<file path="config.mk">
export PLATFORM = sky130hd
export DESIGN_NAME = video_stream_sink
export DESIGN_NICKNAME = d
export VERILOG_FILES = /design/src/rtl/video_stream_sink.sv
export SDC_FILE = /design/constraint.sdc
export NUM_CORES = 1
export LEC_CHECK = 0
export CORE_UTILIZATION = 48
export CTS_CLUSTER_DIAMETER = 30
export CTS_CLUSTER_SIZE = 12
export DETAILED_ROUTE_END_ITERATION = 6
export PLACE_DENSITY = 0.77
export SKIP_CTS_REPAIR_TIMING = 1
export SYNTH_ARGS = -nofsm -noshare
export SYNTH_HDL_FRONTEND = slang
export SYNTH_SLANG_ARGS = --single-unit
</file>
<file path="constraint.sdc">
create_clock -name clk -period 2.55 [get_ports clk]
set_input_delay 0.51 -clock clk [delete_from_list [all_inputs] [get_ports clk]]
set_output_delay 0.51 -clock clk [all_outputs]
set_load 0.1 [all_outputs]
</file>
<file path="src/rtl/video_stream_sink.sv">
// Terminating sink for the 12-bit ready/valid/SOP/EOP video stream.
// Tracks framing and reports per-frame length, checksum and framing errors.
module video_stream_sink #(
    parameter int IMAGE_WIDTH  = 640,
    parameter int IMAGE_HEIGHT = 480,
    parameter int READY_MODE   = 0
) (
    input  logic        clk,
    input  logic        rst_n,
    input  logic        valid_in,
    input  logic        startofpacket_in,
    input  logic        endofpacket_in,
    input  logic [11:0] data_in,
    output logic        ready_out,
    output logic [31:0] pixel_count_out,
    output logic        frame_done,
    output logic [31:0] frame_pixels,
    output logic [23:0] frame_checksum,
    output logic        frame_err_len,
    output logic        frame_err_sop,
    output logic [15:0] frames_total,
    output logic [15:0] drop_count
);
    localparam logic [31:0] FRAME_LEN = 32'(IMAGE_WIDTH * IMAGE_HEIGHT);

    typedef enum logic {IDLE, RECV} state_t;

    state_t      state_q, state_d;
    logic        ready_q, ready_d;
    logic [31:0] count_q, count_d;
    logic [23:0] sum_q, sum_d;
    logic        restart_q, restart_d;
    logic        done_q, done_d;
    logic [31:0] fpix_q, fpix_d;
    logic [23:0] fsum_q, fsum_d;
    logic        ferr_len_q, ferr_len_d;
    logic        ferr_sop_q, ferr_sop_d;
    logic [15:0] ftot_q, ftot_d;
    logic [15:0] drop_q, drop_d;

    logic        beat;
    logic        close;
    logic [31:0] nxt_cnt;
    logic [23:0] nxt_sum;
    logic        nxt_rst;

    assign beat = valid_in & ready_q;

    always_comb begin
        ready_d    = (READY_MODE == 1) ? ~ready_q : 1'b1;
        state_d    = state_q;
        count_d    = count_q;
        sum_d      = sum_q;
        restart_d  = restart_q;
        done_d     = 1'b0;
        fpix_d     = fpix_q;
        fsum_d     = fsum_q;
        ferr_len_d = ferr_len_q;
        ferr_sop_d = ferr_sop_q;
        ftot_d     = ftot_q;
        drop_d     = drop_q;
        close      = 1'b0;
        nxt_cnt    = count_q;
        nxt_sum    = sum_q;
        nxt_rst    = restart_q;

        if (beat) begin
            if (startofpacket_in) begin
                // SOP always starts a fresh frame; inside RECV it abandons the old one
                nxt_cnt = 32'd1;
                nxt_sum = {12'd0, data_in};
                nxt_rst = (state_q == RECV);
                close   = endofpacket_in;
                state_d = RECV;
            end else if (state_q == IDLE) begin
                if (drop_q != 16'hFFFF)
                    drop_d = drop_q + 16'd1;
            end else begin
                nxt_cnt = count_q + 32'd1;
                nxt_sum = sum_q + {12'd0, data_in};
                close   = endofpacket_in;
            end

            count_d   = nxt_cnt;
            sum_d     = nxt_sum;
            restart_d = nxt_rst;

            if (close) begin
                done_d     = 1'b1;
                fpix_d     = nxt_cnt;
                fsum_d     = nxt_sum;
                ferr_len_d = (nxt_cnt != FRAME_LEN);
                ferr_sop_d = nxt_rst;
                ftot_d     = ftot_q + 16'd1;
                count_d    = 32'd0;
                sum_d      = 24'd0;
                restart_d  = 1'b0;
                state_d    = IDLE;
            end
        end
    end

    always_ff @(posedge clk or negedge rst_n) begin
        if (!rst_n) begin
            state_q    <= IDLE;
            ready_q    <= 1'b0;
            count_q    <= 32'd0;
            sum_q      <= 24'd0;
            restart_q  <= 1'b0;
            done_q     <= 1'b0;
            fpix_q     <= 32'd0;
            fsum_q     <= 24'd0;
            ferr_len_q <= 1'b0;
            ferr_sop_q <= 1'b0;
            ftot_q     <= 16'd0;
            drop_q     <= 16'd0;
        end else begin
            state_q    <= state_d;
            ready_q    <= ready_d;
            count_q    <= count_d;
            sum_q      <= sum_d;
            restart_q  <= restart_d;
            done_q     <= done_d;
            fpix_q     <= fpix_d;
            fsum_q     <= fsum_d;
            ferr_len_q <= ferr_len_d;
            ferr_sop_q <= ferr_sop_d;
            ftot_q     <= ftot_d;
            drop_q     <= drop_d;
        end
    end

    assign ready_out       = ready_q;
    assign pixel_count_out = count_q;
    assign frame_done      = done_q;
    assign frame_pixels    = fpix_q;
    assign frame_checksum  = fsum_q;
    assign frame_err_len   = ferr_len_q;
    assign frame_err_sop   = ferr_sop_q;
    assign frames_total    = ftot_q;
    assign drop_count      = drop_q;
endmodule

</file>
# ---- After elaboration in Yosys (flattened, before gate mapping)
# Cells that the tools add are included.
dict set report word_totals {
  register_bits 150
  in_bits 17
}
dict set report op_classes {
  add_sub_neg 4
  eq_ne 2
  muxes 16
  n_bitwise 3
  reduce_logical 4
}
# op count
set op_table {}
lappend op_table {{32-bit 2-to-1 mux} 4}
lappend op_table {{24-bit 2-to-1 mux} 3}
lappend op_table {{16-bit by 1-bit adder with 16-bit output (second input constant)} 2}
lappend op_table {{32-bit by 1-bit adder with 32-bit output (second input constant)} 1}
lappend op_table {{32-bit by 19-bit != test with 1-bit output (second input constant)} 1}
lappend op_table {{24-bit by 12-bit adder with 24-bit output} 1}
lappend op_table {{16-bit != test (second input constant)} 1}
lappend op_table {{1-bit 2-to-1 mux} 9}
lappend op_table {{2-bit AND reduction} 2}
lappend op_table {{4-bit AND reduction} 1}
lappend op_table {{1-bit NOT} 2}
lappend op_table {{2-bit nonzero test} 1}
lappend op_table {{1-bit bitwise AND} 1}

# ---- Logic depth before layout (Yosys ltp)
dict set report depth {
  depth_word 5
  ltp_mapped 10
}

# ---- Worst setup path before layout
# Ideal clock, no wire load.
dict set report synth_path {
  path_type {reg2reg}
  startpoint {register count_q[1], in the netlist pixel_count_out[1]}
  endpoint {register ferr_len_q, in the netlist frame_err_len}
  setup_time_ns 0.131
  arrival_ns 3.127
  required_ns 2.419
  path_slack_ns -0.708
  path_stages_with_launch 10
  n_path_buf 1
  period_less_slack_ns 3.258
  cell_sequence {dfrtp_1 ha_1 nand4_1 or4_1 buf_2 or3_1 a21oi_1 o2111ai_1 nor4_1 a31oi_1}
}
dict set report synth_via {
  elab_chain_cells 5
}
# element line_no
set synth_rtl {}
lappend synth_rtl {{from (decl)} 30} ;# logic [31:0] count_q, count_d;
lappend synth_rtl {{from (signal assigned)} 120} ;# count_q <= count_d;
lappend synth_rtl {{32-bit by 1-bit adder with 32-bit output} 79} ;# nxt_cnt = count_q + 32'd1;
lappend synth_rtl {{32-bit 2-to-1 mux *} 75} ;# end else if (state_q == IDLE) begin
lappend synth_rtl {{32-bit 2-to-1 mux *} 68} ;# if (startofpacket_in) begin
lappend synth_rtl {{32-bit 2-to-1 mux *} 67} ;# if (beat) begin
lappend synth_rtl {{32-bit by 19-bit != test with 1-bit output *} 92} ;# ferr_len_d = (nxt_cnt != FRAME_LEN);
lappend synth_rtl {{to (signal assigned)} 126} ;# ferr_len_q <= ferr_len_d;
lappend synth_rtl {{to (decl)} 36} ;# logic ferr_len_q, ferr_len_d;
# Mark *: on every way between the ends. The rest lies on a longest branch, timed or not. The select of a mux whose other input is x is not followed.
# A chain may end at the register's enable or synchronous reset.

# ---- Worst setup path after layout
dict set report layout_path {
  startpoint {register count_q[0], in the netlist pixel_count_out[0]}
  endpoint {register ferr_len_q, in the netlist frame_err_len}
}
# Same word-level chain as after synthesis.

==> results.py <==
metrics = {
    "run_status": {
        "status": "complete, but fails checks",
        "violations": "negative setup slack",
    },
    "placed_design": {
        "placed_area_mm2": 0.01008,
        "gp_congestion": 0.8639,
        "post-place-ws_ns": -0.7162,
        "portBuffers": 140,
        "dp.cells": 1290,
        "place_hpwl_mm": 15.77,
    },
    "die": {
        "fp-row-count": 46,
        "die_area_mm2": 0.01713,
        "boundaryPins": 141,
        "die_x_um": 130.9,
        "dieHeight_um": 130.9,
        "start_util": 0.4965,
        "core_mm2": 0.01606,
    },
    "yosys": {
        "synth_edf_count": 0,
        "synth_nets": 908,
        "netlist_top_cells_area": "dfrtp_1 47%, nand2_1 7.3%, xnor2_1 4.9%",
        "yosysMostFrequentCell": "nand2_1",
        "synth_largest_area_cell": "dfrtp_1",
        "synth_top_area_frac": 0.4708,
        "avgSynthCellArea_um2": 9.112,
        "synth_flop_cell": "dfrtp_1",
        "yosysUniqueCellTypes": 65,
        "ys_seq_area_frac": 0.4708,
        "syn_area_mm2": 0.007973,
        "synthTopCellsByCount": "156 x nand2_1, 150 x dfrtp_1, 76 x o21ai_0, 45 x xnor2_1, 42 x clkbuf_1",
        "synthArstFlopShare": 1.000,
        "synth-seq-cells": 150,
        "netlist_instances": 875,
        "ys_warn_count": 0,
    },
    "sta": {
        "finalCriticalPeriod_ns": 2.593,
        "rsz0062_at_grt": "true",
        "setup_viol_count_final": 2,
        "fmax_ghz": 0.3856,
        "worst_slew_pin_slew_ns": 0.6847,
        "skew_ns": 0.006846,
        "hold_violations": 0,
        "tns_ns": -0.05003,
        "layout_setup_ws_ns": -0.04329,
        "slew_violations": 0,
        "maxSlewHeadroom": 0.5435,
        "timing.final.crit_share": 1.017,
        "whs_ns": 0.08984,
    },
    "layout": {
        "final_nets": 1135,
        "stdcell_area_mm2": 0.01101,
        "instances_no_fill": 1331,
        "syn_to_final_growth_pct": 38.10,
        "diodes": 0,
        "final_core_util": 0.6857,
        "layout-drive-gt1-share": 0.3238,
    },
    "detailed_routing": {
        "drt-total-wl_mm": 22.77,
        "wl_met2_mm": 11.08,
        "dr_wl_met3_mm": 1.320,
        "top_layer": "met4",
        "wl_met1_mm": 9.948,
        "dr.pass1.iters": 5,
        "drc": 0,
        "antenna_left": 0,
        "wl_per_cell_um": 17.11,
        "vias": 7556,
        "vias_per_cell": 5.677,
        "drtIter0Drc": 603,
    },
    "setup_path": {
        "endpoint_kind": "register",
        "rr_endpoint": "frame_err_len",
        "start_kind": "register",
        "r2r_slack_ns": -0.04,
        "worstPathArrival_ns": 2.89,
        "path_max_fanout": 4,
        "reg2reg_depth": 7,
        "worstPathRequired_ns": 2.85,
        "reg2reg_from": "pixel_count_out[0]",
        "crit_type": "reg -> reg",
    },
    "power_and_ir_drop": {
        "leakage_nw": 5.071,
        "pwr-share-clk": 0.311,
        "power_switching_mw": 3.223,
        "p_per_area_mw_per_mm2": 732.0,
        "internal_power_mw": 4.837,
        "power_frac_seq": 0.349,
        "p_total_mw": 8.060,
        "comb_power_share": 0.339,
        "swShare": 0.3999,
        "ir_drop_v": 0.0008018,
    },
    "global_routing": {
        "grt_pass1_wl_mm": 35.49,
        "grt_pass1_vias": 7107,
        "overflow": 0,
        "grtUsageTotal": 0.2690,
        "grt_max_degree": 73,
        "antenna_found_initial": 0,
    },
    "clock_network": {
        "numCtsBuffers": 17,
        "cts-root-buf": "clkbuf_16",
        "cts_num_sinks": 150,
        "htree_levels": 4,
        "clock_latency_ns": 0.43,
        "cts.path.max_buffers": 2,
        "clk_pin_slew_ns": 0.06,
        "cts_tree": "done",
    },
    "hold_path": {
        "min_path_type": "in -> async",
    },
    "run": {
        "maxCapViolCount": 0,
    },
}
-- worst max-delay path: stages, from the launching register on --
cell,delay (ns)
dfrtp_4,0.45
and4_4,0.23
or4b_4,0.51
or4_4,0.43
a21oi_2,0.17
nand4b_1,0.19
nor4_4,0.36
a31oi_1,0.12
-- power groups by stage --
stage          clock network [mW]  registers [mW]  logic [mW]
6_report                     2.51            2.82        2.74
5_1_grt                      2.64            2.84        2.88
4_1_cts                      2.54            2.81        2.62
3_5_place_dp                    0            2.84        2.62
3_3_place_gp                    0            2.84        2.58
2_1_floorplan                   0            4.02       0.704
-- cells by family after synthesis --
| kind of cell | count (synthesis) | share of synthesized area |
|---|---|---|
| flops | 150 | 0.4708 |
| other cells | 1 | 0.0004704 |
| simple gates | 332 | 0.1995 |
| mux | 10 | 0.01287 |
| xor+xnor | 64 | 0.07031 |
| fa+ha+maj | 16 | 0.02605 |
| buf+inv | 74 | 0.03908 |
| compound gates | 228 | 0.1810 |
-- state kept, by name, indices dropped and copies added, names as in the netlist --
name	cells
frame_err_sop	1
drop_count	16
frame_err_len	1
frame_done	1
frame_checksum	24
pixel_count_out	32
state_q	1
frame_pixels	32
sum_q	24
ready_out	1
frames_total	16
restart_q	1
-- cell usage in the layout (no fill, tap or decap), types with 10 or more instances in the layout --
| master | instances |
|---|---|
| a22o_1 | 15 |
| o21ai_0 | 70 |
| inv_1 | 16 |
| clkbuf_16 | 17 |
| dfrtp_1 | 121 |
| xnor2_1 | 45 |
| and3_1 | 10 |
| o21a_1 | 11 |
| o31ai_1 | 21 |
| buf_4 | 241 |
| xor2_1 | 19 |
| nor3_1 | 11 |
| nor4_1 | 11 |
| a21oi_1 | 37 |
| dfrtp_2 | 24 |
| nand3_1 | 27 |
| nand4_1 | 20 |
| nand2_1 | 156 |
| a31oi_1 | 19 |
| nor2_1 | 34 |
| nand2b_1 | 11 |
-- metal layers --
metal | global-route usage | vias to the layer above
li1 | - | 3578
met2 | 0.4494 | 272
met3 | 0.05252 | 37
met1 | 0.3489 | 3669
met4 | 0.09331 | 0
met5 | 0 | -
-- worst max path at each step --
stage,startpoint,end,slack (ns)
after detailed placement,data_in[0],frame_checksum[14],-0.72
final,pixel_count_out[0],frame_err_len,-0.04
after global routing,sum_q[0],frame_checksum[22],-0.13
after floorplan,pixel_count_out[0],frame_err_len,-0.17
after global placement,data_in[0],frame_checksum[22],-0.62
after CTS,data_in[0],frame_checksum[14],-0.29
-- area by class of cell --
class / instances / area, µm²
repair buffers: 264 / 2097
inverters: 18 / 67.56
fillers: 1227 / 5047
clock inverters: 14 / 151.4
clock buffers: 18 / 439.2
flip-flops and latches: 150 / 3802
multi-input cells: 651 / 4183
well taps: 216 / 270.3
No activity file was read; power rests on OpenSTA's default activity.
